<file path="src/rtl/multiplexor_scan.sv">
// Registered channel multiplexor with three modes: direct select, timed scan over
// enabled channels, and hold. Every output comes straight from a register.
module multiplexor_scan #(
  parameter int WIDTH    = 4,
  parameter int CHANNELS = 5,
  parameter int DWELL    = 4,
  localparam int AW      = (CHANNELS > 1) ? $clog2(CHANNELS) : 1
) (
  input  logic                      clk,
  input  logic                      clr,
  input  logic [CHANNELS*WIDTH-1:0] in,
  input  logic [AW-1:0]             addr,
  input  logic [1:0]                mode,
  input  logic [CHANNELS-1:0]       ch_mask,
  output logic [WIDTH-1:0]          out,
  output logic [AW-1:0]             out_ch,
  output logic                      valid,
  output logic                      err
);
  localparam int CW = (DWELL > 1) ? $clog2(DWELL) : 1;

  typedef enum logic [1:0] {S_DIRECT, S_SCAN, S_HOLD} state_t;

  state_t                           r_state, w_state;
  logic [WIDTH-1:0]                 r_out, w_out;
  logic [AW-1:0]                    r_ch, w_ch_nx;
  logic                             r_valid, w_valid;
  logic                             r_err, w_err;
  logic [CW-1:0]                    r_cnt, w_cnt;
  logic [CHANNELS-1:0][WIDTH-1:0]   w_ch;
  logic [AW-1:0]                    w_low, w_nxt, w_idx;
  logic                             w_any, w_found, w_legal, w_entry;

  assign w_ch    = in;
  assign w_legal = (int'(addr) < CHANNELS);

  // Lowest enabled channel, and next enabled channel above r_ch (circular).
  always_comb begin
    w_low   = '0;
    w_any   = 1'b0;
    for (int k = CHANNELS - 1; k >= 0; k--) begin
      if (ch_mask[AW'(k)]) begin
        w_low = AW'(k);
        w_any = 1'b1;
      end
    end
    w_nxt   = r_ch;
    w_found = 1'b0;
    w_idx   = '0;
    for (int k = 1; k <= CHANNELS; k++) begin
      w_idx = AW'((int'(r_ch) + k) % CHANNELS);
      if (!w_found && ch_mask[w_idx]) begin
        w_nxt   = w_idx;
        w_found = 1'b1;
      end
    end
  end

  // r_ch doubles as the scan pointer; valid=0 inside SCAN means "no channel
  // enabled yet", so the next scan edge is treated as a fresh entry.
  always_comb begin
    w_state = r_state;
    w_out   = r_out;
    w_ch_nx = r_ch;
    w_valid = r_valid;
    w_err   = 1'b0;
    w_cnt   = r_cnt;
    w_entry = (r_state != S_SCAN) || !r_valid;
    case (mode)
      2'b00: begin
        w_state = S_DIRECT;
        w_cnt   = '0;
        if (w_legal) begin
          w_out   = w_ch[addr];
          w_ch_nx = addr;
          w_valid = 1'b1;
        end else begin
          w_valid = 1'b0;
          w_err   = 1'b1;
        end
      end
      2'b01: begin
        w_state = S_SCAN;
        if (w_entry || r_cnt == CW'(DWELL - 1)) begin
          w_cnt = '0;
          if (!w_any) begin
            w_valid = 1'b0;
          end else begin
            w_ch_nx = w_entry ? w_low : w_nxt;
            w_out   = w_ch[w_ch_nx];
            w_valid = 1'b1;
          end
        end else begin
          w_cnt = r_cnt + 1'b1;
          w_out = w_ch[r_ch];
        end
      end
      default: w_state = S_HOLD;
    endcase
  end

  always_ff @(posedge clk) begin
    if (!clr) begin
      r_state <= S_DIRECT;
      r_out   <= '0;
      r_ch    <= '0;
      r_valid <= 1'b0;
      r_err   <= 1'b0;
      r_cnt   <= '0;
    end else begin
      r_state <= w_state;
      r_out   <= w_out;
      r_ch    <= w_ch_nx;
      r_valid <= w_valid;
      r_err   <= w_err;
      r_cnt   <= w_cnt;
    end
  end

  assign out    = r_out;
  assign out_ch = r_ch;
  assign valid  = r_valid;
  assign err    = r_err;
endmodule

</file>
<file path="config.mk">
export PLATFORM = sky130hd
export DESIGN_NAME = multiplexor_scan
export DESIGN_NICKNAME = d
export VERILOG_FILES = /design/src/rtl/multiplexor_scan.sv
export SDC_FILE = /design/constraint.sdc
export NUM_CORES = 1
export LEC_CHECK = 0
export CAP_MARGIN = 15
export CORE_MARGIN = 5
export CORE_UTILIZATION = 55
export DETAILED_ROUTE_END_ITERATION = 6
export GPL_TIMING_DRIVEN = 0
export PLACE_DENSITY = 0.76
export SYNTH_ARGS = -nofsm -noshare
export SYNTH_HDL_FRONTEND = slang
export SYNTH_SLANG_ARGS = --single-unit
</file>
<file path="constraint.sdc">
create_clock -name clk -period 6.45 [get_ports clk]
set_input_delay 1.6125 -clock clk [delete_from_list [all_inputs] [get_ports clk]]
set_output_delay 1.6125 -clock clk [all_outputs]
set_load 0.02 [all_outputs]
</file>
After elaboration in Yosys (flattened, before gate mapping). Cells that the tools add are included.

Add/subtract/negate cells: 6. Divide/modulo/power cells: 5. Magnitude comparators: 9. Reductions and logical operators: 17. Equality and inequality tests: 7. Muxes and demuxes: 50.

Operator list (number): 32-bit by 4-bit modulo with 32-bit output (second input constant) (5); 3-bit two-way mux (13); 4-bit binary-select mux with 3-bit select (3); 3-bit by 4-bit less-than comparator with 1-bit output (second input constant) (8); 4-bit two-way mux (6); 1-bit two-way mux (17); 1-bit binary-select mux with 3-bit select (5); 3-bit by 2-bit adder with 4-bit output (second input constant) (2); 3-bit by 3-bit adder with 4-bit output (second input constant) (2); 2-bit case mux with 2 select lines (2); 4-bit case mux with 2 select lines (1); 2-bit inequality test (second input constant) (3); 3-bit case mux with 2 select lines (1); 1-bit logical NOT (5); 3-bit by 1-bit adder with 4-bit output (second input constant) (1); 1-bit logical AND (4); 2-bit AND reduction (2); 4-bit AND reduction (1); 3-bit less-than comparator (second input constant) (1); 3-bit inequality test (second input constant) (1); 3-bit AND reduction (1); 2-bit by 1-bit adder with 2-bit output (second input constant) (1); 2-bit by 1-bit equality test with 1-bit output (second input constant) (1); 2-bit equality test (second input constant) (1); other kinds (6) (7).

Register bits after elaboration: 13. Output and inout bits: 9. Input bits: 32.

Longest topological paths before layout. Gate-level depths: netlist of run 1.

Depth in word-level cells: 23. Mapped depth: 23. Mapped depth without buffers: 19.

Least setup slack after synthesis of run 1. No wires, ideal clock.

Path type: register -> register. From: register r_ch[0] (netlist: out_ch[0]). To: register r_out[0] (netlist: out[0]). Period minus slack after synthesis: 5.389 ns. Buffers on the path: 4. Stages on the path, launching flop included: 23. Library setup time: 0.136 ns. Arrival: 5.253 ns. Data required time: 6.314 ns. Setup slack: 1.061 ns. Path through: dfxtp_1 -> buf_6 -> inv_1 -> buf_2 -> buf_1 -> ha_1 -> xnor2_2 -> inv_2 -> ha_1 -> inv_1 -> ha_1 -> or4bb_1 -> o211a_1 -> a31o_1 -> a2bb2oi_1 -> mux2_4 -> or3_1 -> buf_6 -> a211oi_4 -> o31a_4 -> nor2_2 -> a2111oi_0 -> a211oi_1.

Cells in the longest elaborated chain, start to end: 23. Elaborated cells on any way between the ends: 45. Those cells by class: add/sub: 5; div: 5; mux: 27; reduce/logical: 8.

Ends and longest elaborated chain: start: declaration (line 26) `logic [AW-1:0] r_ch, w_ch_nx;`; start signal: assignment (line 113) `r_ch <= w_ch_nx;`; 3-bit by 1-bit adder with 4-bit output (line 51) `w_idx = AW'((int'(r_ch) + k) % CHANNELS);`; 32-bit by 4-bit modulo with 32-bit output (line 51); 1-bit binary-select mux with 3-bit select (line 52) `if (!w_found && ch_mask[w_idx]) begin`; 1-bit two-way mux (implied by the code) (line 52); 1-bit two-way mux (line 52); 1-bit logical NOT (line 52); 1-bit logical AND (line 52); 1-bit two-way mux (line 52); [7 not listed]; 1-bit logical AND (line 52); 3-bit two-way mux (line 52); 3-bit two-way mux (line 89) `w_ch_nx = w_entry ? w_low : w_nxt;`; 4-bit binary-select mux with 3-bit select (line 90) `w_out = w_ch[w_ch_nx];`; 4-bit two-way mux (implied by the code) (line 90); 4-bit two-way mux (line 86) `if (!w_any) begin`; 4-bit two-way mux * (line 84) `if (w_entry || r_cnt == CW'(DWELL - 1)) begin`; 4-bit case mux with 2 select lines * (line 69) `case (mode)`; end signal: assignment (line 112) `r_out <= w_out;`; end: declaration (line 25) `logic [WIDTH-1:0] r_out, w_out;`.

Every way passes the cells marked *; elsewhere a longest branch is shown, timed or not. The select of a mux whose other input is x is not followed. A chain may end at the register's enable or synchronous reset.

Worst setup path after layout of run 1.
From: register r_ch[0] (netlist: out_ch[0]). To: register r_out[1] (netlist: out[1]).

Same word-level chain as after synthesis.

==> run summary, run 1 <==
worst-path cell chain = buf_6 -> inv_1 -> buf_2 -> clkbuf_2 -> ha_1 -> xnor2_2 -> inv_2 -> ha_1 -> inv_1 -> ha_1 -> or4bb_1 -> o211a_1 -> a31o_1 -> a2bb2oi_1 -> mux2_4 -> or3_1 -> buf_6 -> o311ai_1 -> a211o_2 -> o21a_1 -> a311oi_1 -> a211oi_1
yosys warns = 0
FFs w/ async S/R, synth = 0
Global Route Usage Sum = 0.260
placed cell areas = 0.00399 mm^2
CP max-delay cell = or4bb_1
H-tree depth = 1
RSZ-0062 raised after global routing = false
die width = 90.1 um
Antenna Nets Post-Route = 0
CP Class = flop to flop
hold buffer count at CTS = 0
delay-heaviest family, CP = compound AO/OA/AOI/OAI gates
clk sinks = 13
PwrDens = 163 mW/mm^2
wirelength, routed = 11.1 mm
initial DRC count = 312
Max Freq = 164 MHz
final-report max-slew violation count = 0
post-synthesis sequential area ratio = 0.0738
final setup vio count = 0
drt pass-1 iters = 6
I/O pins = 41
CP Capture Type = flop
Post-route DRC = 0
diode count = 0
clk_skew = 0.0122 ns
# resized after CTS = 0
crit share post-route = 0.948
proportion of layout cells with a drive suffix above 1 = 0.152
Setup WS pre-CTS = 0.0505 ns
Initial Util = 0.561
Chip Height = 90.1 um
Post-synth EDFFs = 0
IO Port Bufs = 37
Period minus WS final = 6.11 ns
CTS root buf = clkbuf_8
initial antenna violation count = 0
DP HPWL = 8.47 mm
Setup WS post-layout = 0.337 ns
DIE AREA = 0.00811 mm^2
Netlist cell types = 93
CTS clk-pin slew, worst paths = 0.06 ns
Syn Inst Count = 447
worst endpoint data arrival time = 6.27 ns
worst skew pair latency = 0.26 ns
vias per cell = 6.89
most frequent cells in the layout = 37 x clkdlybuf4s50_1, 32 x nor2_1, 27 x nand2_1, 24 x ha_1, 22 x a21oi_1
routed len/inst = 19.7 um
post-CTS setup buffers = 0
Startpoint Class = flop
Final TNS setup = 0 ns
Rows = 29
Synth Area per Inst = 7.89 um^2
Num CTS Buffers = 3
final instance area = 0.00406 mm^2
multi-input logic area = 0.00306 mm^2
FF+latch area = 262 um^2
Static Leak = 1.58 nW
Slew @ Worst Pin = 0.795 ns
worst vdd ir = 114 uV
syn nets = 503
total global routing overflow = 0
leading cell type in the layout, fill and taps excluded = clkdlybuf4s50_1
Worst slew margin = 0.470
core area = 0.00628 mm^2
GPL Wtd Cong = 0.984
Worst Path Max Fanout = 12
FF+latch count, synth = 13
# fillers = 553
largest net degree at the start of global routing = 13
Worst EP required = 6.60 ns
most repeated library cell on the critical path = ha_1
Largest stage delay, worst path = 0.55 ns
prevailing post-synth register cell = dfxtp_1
Hold Crit Class = flop to flop
Longest Clk Path Bufs = 2
MaxCap Viol Count = 0
CP Buf/Inv Count = 7
Area Overhead vs Synth = 15.2%
routed via count = 3895
final hold violations = 0
CTS tree = done
number of global-route vias before repair = 3644
status = complete, no violations
Post-Syn Area = 0.00352 mm^2
Post-layout nets = 545
first-pass GRT wire length = 17.9 mm
==> cells in the mapped netlist (8+ instances only) <==
cell type,count,area (um^2)
nor2_1,32,120
nand2_1,27,101
ha_1,24,300
a21oi_1,22,110
o21ai_0,18,90.1
inv_1,16,60.1
nor3_1,16,80.1
a211oi_1,15,113
nand2b_1,15,93.8
clkbuf_1,13,48.8
dfxtp_1,13,260
nand3_1,12,60.1
mux4_2,10,225
mux2i_1,9,90.1
nor4_1,9,56.3
and2_1,8,50.1
==> final cells by class <==
cell class                 instances  area share
multi-input combinational        388       0.754
timing repair buffer              37      0.0912
sequential                        13      0.0644
buffer                            27      0.0379
tap                               77      0.0237
inverter                          19      0.0176
clock buffer                       3      0.0102
clock inverter                     1     0.00123
==> cell families after synthesis <==
| logic type | count (synthesis) | synth area share |
|---|---|---|
| compound gates | 168 | 0.387 |
| simple gates | 165 | 0.263 |
| flops | 13 | 0.0738 |
| buf+inv | 46 | 0.0635 |
| mux | 23 | 0.103 |
| fa+ha+maj | 24 | 0.0852 |
| xor+xnor | 8 | 0.0241 |
==> stage by stage <==
| step | total power, mW | hold WS [ns] | utilization | cells |
|---|---|---|---|---|
| 2_1_floorplan | 0.449 | 0.446 | - | 447 |
| 5_1_grt | 0.704 | 0.532 | 0.647 | 565 |
| 4_1_cts | 0.646 | 0.503 | 0.643 | 565 |
| 6_report | 0.661 | 0.491 | 0.647 | 565 |
| 3_5_place_dp | 0.563 | 0.489 | 0.636 | 561 |
| 3_3_place_gp | 0.553 | 0.454 | 0.636 | 561 |
==> path summary, 6_finish.rpt <==
kind	start	to	slack, ns	cells after the start
worst max-delay path	out_ch[0]	out[1]	0.34	22
worst min-delay path	r_cnt[1]	r_cnt[1]	0.49	1
worst max register to register	out_ch[0]	out[1]	0.34	22
worst min register to register	r_cnt[1]	r_cnt[1]	0.49	1
==> layer usage <==
| metal | vias up | global-route usage | part of all wire |
|---|---|---|---|
| met5 | - | 0 | 0 |
| met3 | 24 | 0.0351 | 0.079 |
| met4 | 0 | 0.0645 | 0.019 |
| met1 | 1825 | 0.365 | 0.45 |
| li1 | 1836 | - | - |
| met2 | 210 | 0.418 | 0.45 |
==> sequential cells by signal, summed over array words and instances, names as in the netlist <==
name / count
valid: 1
r_state: 2
out: 4
err: 1
out_ch: 3
r_cnt: 2
==> power breakdown <==
part	leakage, nW	total (mW)	switching [mW]	internal (mW)
clock	0.0255	0.0807	0.0378	0.0429
sequential	0.107	0.0929	0.00697	0.0859
combinational	1.44	0.488	0.287	0.201
(Power assumes the default switching activity.)
==> inputs of run 2 (changes only) <==
--- a/config.mk
+++ b/config.mk
@@ -6,7 +6,7 @@
 export NUM_CORES = 1
 export LEC_CHECK = 0
 export CAP_MARGIN = 15
-export CORE_MARGIN = 5
+export CORE_MARGIN = 2
 export CORE_UTILIZATION = 55
 export DETAILED_ROUTE_END_ITERATION = 6
 export GPL_TIMING_DRIVEN = 0
==> run 2 against run 1 <==
  * Hold slack worse by 0.0051 ns
  * Core utilization down 0.30 points
  * Via count grew 0.21%
  * Die area down 13%
  * Cell area fell by 0.46%
==> run summary, run 2 (synthesized netlist as in run 1, its figures left out) <==
core area = 0.00628 mm^2
Final TNS setup = 0 ns
largest net degree at the start of global routing = 22
drt pass-1 iters = 5
Internal Power = 328 uW
combinational share of power = 0.732
final instance area = 0.00404 mm^2
Post-route DRC = 0
Clk pwr share = 0.127
Startpoint Class = flop
Num CTS Buffers = 3
Antenna Nets Post-Route = 0
# fillers = 580
Post-layout nets = 544
Area Overhead vs Synth = 14.6%
H-tree depth = 1
post-layout utilization of the core = 0.644
CTS root buf = clkbuf_8
CTS tree = done
worst vdd ir = 131 uV
PwrDens = 164 mW/mm^2
Hold Crit Class = flop to flop
number of global-route vias before repair = 3593
Setup WS post-layout = 0.334 ns
Worst EP required = 6.58 ns
total global routing overflow = 0
DIE AREA = 0.00706 mm^2
worst-path cell chain = buf_2 -> inv_1 -> ha_1 -> xnor2_2 -> inv_2 -> ha_1 -> inv_1 -> ha_1 -> or4bb_1 -> o211a_1 -> a31o_1 -> a2bb2oi_1 -> mux2_4 -> or3_1 -> buf_6 -> o221a_4 -> nor4_4 -> nor2_2 -> a2111oi_0 -> a211oi_1
r2r worst-path depth = 20
MaxCap Viol Count = 0
placed cell areas = 0.00399 mm^2
Design Power = 662 uW
diode count = 0
Sw Ratio = 0.505
DP HPWL = 8.41 mm
Reg power frac = 0.140
initial DRC count = 344
post-CTS setup buffers = 0
Global Route Usage Sum = 0.299
Rows = 29
CTS clk-pin slew, worst paths = 0.08 ns
worst endpoint data arrival time = 6.25 ns
proportion of layout cells with a drive suffix above 1 = 0.142
routed via count = 3903
Worst slew margin = 0.488
most frequent cells in the layout = 37 x clkdlybuf4s50_1, 32 x nor2_1, 27 x nand2_1, 24 x ha_1, 22 x a21oi_1
die width = 84.1 um
Longest Clk Path Bufs = 2
Chip Height = 84.1 um
crit share post-route = 0.948
Slew @ Worst Pin = 0.768 ns
final-report max-slew violation count = 0
Worst Path Max Fanout = 10
initial antenna violation count = 0
Static Leak = 1.57 nW
CP Class = flop to flop
Largest stage delay, worst path = 0.64 ns
status = complete, no violations
Largest register FFs = 4
Setup WS pre-CTS = 0.00376 ns
RSZ-0062 raised after global routing = false
first-pass GRT wire length = 17.5 mm
most repeated library cell on the critical path = ha_1
final setup vio count = 0
P_sw = 334 uW
leading cell type in the layout, fill and taps excluded = clkdlybuf4s50_1
Hold Crit Depth = 1
worst skew pair latency = 0.27 ns
I/O pins = 41
CP Capture Type = flop
routed len/inst = 19.4 um
CP max-delay cell = dfxtp_1
IO Port Bufs = 37
clk sinks = 13
final hold violations = 0
Period minus WS final = 6.12 ns
GPL Wtd Cong = 0.972
vias per cell = 6.92
Initial Util = 0.561
hold buffer count at CTS = 0
Max Freq = 163 MHz
wirelength, routed = 10.9 mm
clk_skew = 0.0195 ns
-- run 2: cell types whose count changed in the layout (fill, tap and decap cells not counted) --
cell and delta:
dfxtp_1 +1, nor4_1 +2, nor4_2 -2, o21a_2 -1
dfxtp_2 -1, o21a_1 +1, a2111oi_0 -1, a2111oi_1 +1
clkbuf_2 -1
-- run 2: worst paths after layout --
kind | start | endpoint | slack [ns]
worst max-delay path | out_ch[1] | out[0] | 0.33
worst min-delay path | r_cnt[1] | r_cnt[1] | 0.49
worst max register to register | out_ch[1] | out[0] | 0.33
worst min register to register | r_cnt[1] | r_cnt[1] | 0.49
-- run 2: area by class of cell --
type,count,area [um^2],share of cell area
well taps,77,96.3,0.0238
repair buffers,37,370,0.0917
multi-input cells,388,3050,0.754
clock inverters,1,5.00,0.00124
clock buffers,3,41.3,0.0102
plain buffers,26,149,0.0369
flip-flops and latches,13,260,0.0644
inverters,19,71.3,0.0177
-- run 2: timing repair --
action | CTS | global route
gates resized for setup | 0 | 2
cloned | 0 | 0
endpoints found under the setup margin | 2 | 3
-- run 2: metrics by stage --
stage	instances	hold slack (ns)
final	564	0.486
after global routing	564	0.502
after CTS	564	0.496
after detailed placement	561	0.481
after global placement	561	0.455
after floorplan	447	0.446
-- run 2: routing by layer --
metal  vias up  GRT usage  wire [um]  share of wire
li1       1845          -          -              -
met1      1803      0.442       4950           0.45
met2       224      0.457       4900           0.45
met3        31     0.0326        878          0.080
met4         0     0.0806        217          0.020
met5         -          0          0              0
-- run 2: power by group through the flow --
| stage | Clock [mW] | Sequential, mW | Combinational (mW) |
|---|---|---|---|
| after detailed placement | 0 | 0.0946 | 0.469 |
| after floorplan | 0 | 0.0982 | 0.350 |
| after global placement | 0 | 0.0944 | 0.460 |
| final | 0.0842 | 0.0930 | 0.485 |
| after CTS | 0.0832 | 0.0928 | 0.470 |
| after global routing | 0.0865 | 0.0935 | 0.520 |
-- run 2: critical path: cells and delay by family (launching register included) --
kind / cells / cell delay, ns
DFF: 1 / 0.64
adders and majority gates: 3 / 0.78
buffers and inverters: 5 / 0.97
xor gates and xnor gates: 1 / 0.29
and+or+nand+nor: 4 / 1.32
AOI/OAI and AO/OA: 6 / 1.64
muxes: 1 / 0.37
==> inputs of run 3 (changes only) <==
--- a/config.mk
+++ b/config.mk
@@ -5,6 +5,7 @@
 export SDC_FILE = /design/constraint.sdc
 export NUM_CORES = 1
 export LEC_CHECK = 0
+export ABC_CLOCK_PERIOD_IN_PS = 6450
 export CAP_MARGIN = 15
 export CORE_MARGIN = 2
 export CORE_UTILIZATION = 55
==> results of run 3 <==
Same layout as run 2: the final DEF is identical, and so are final timing and power.
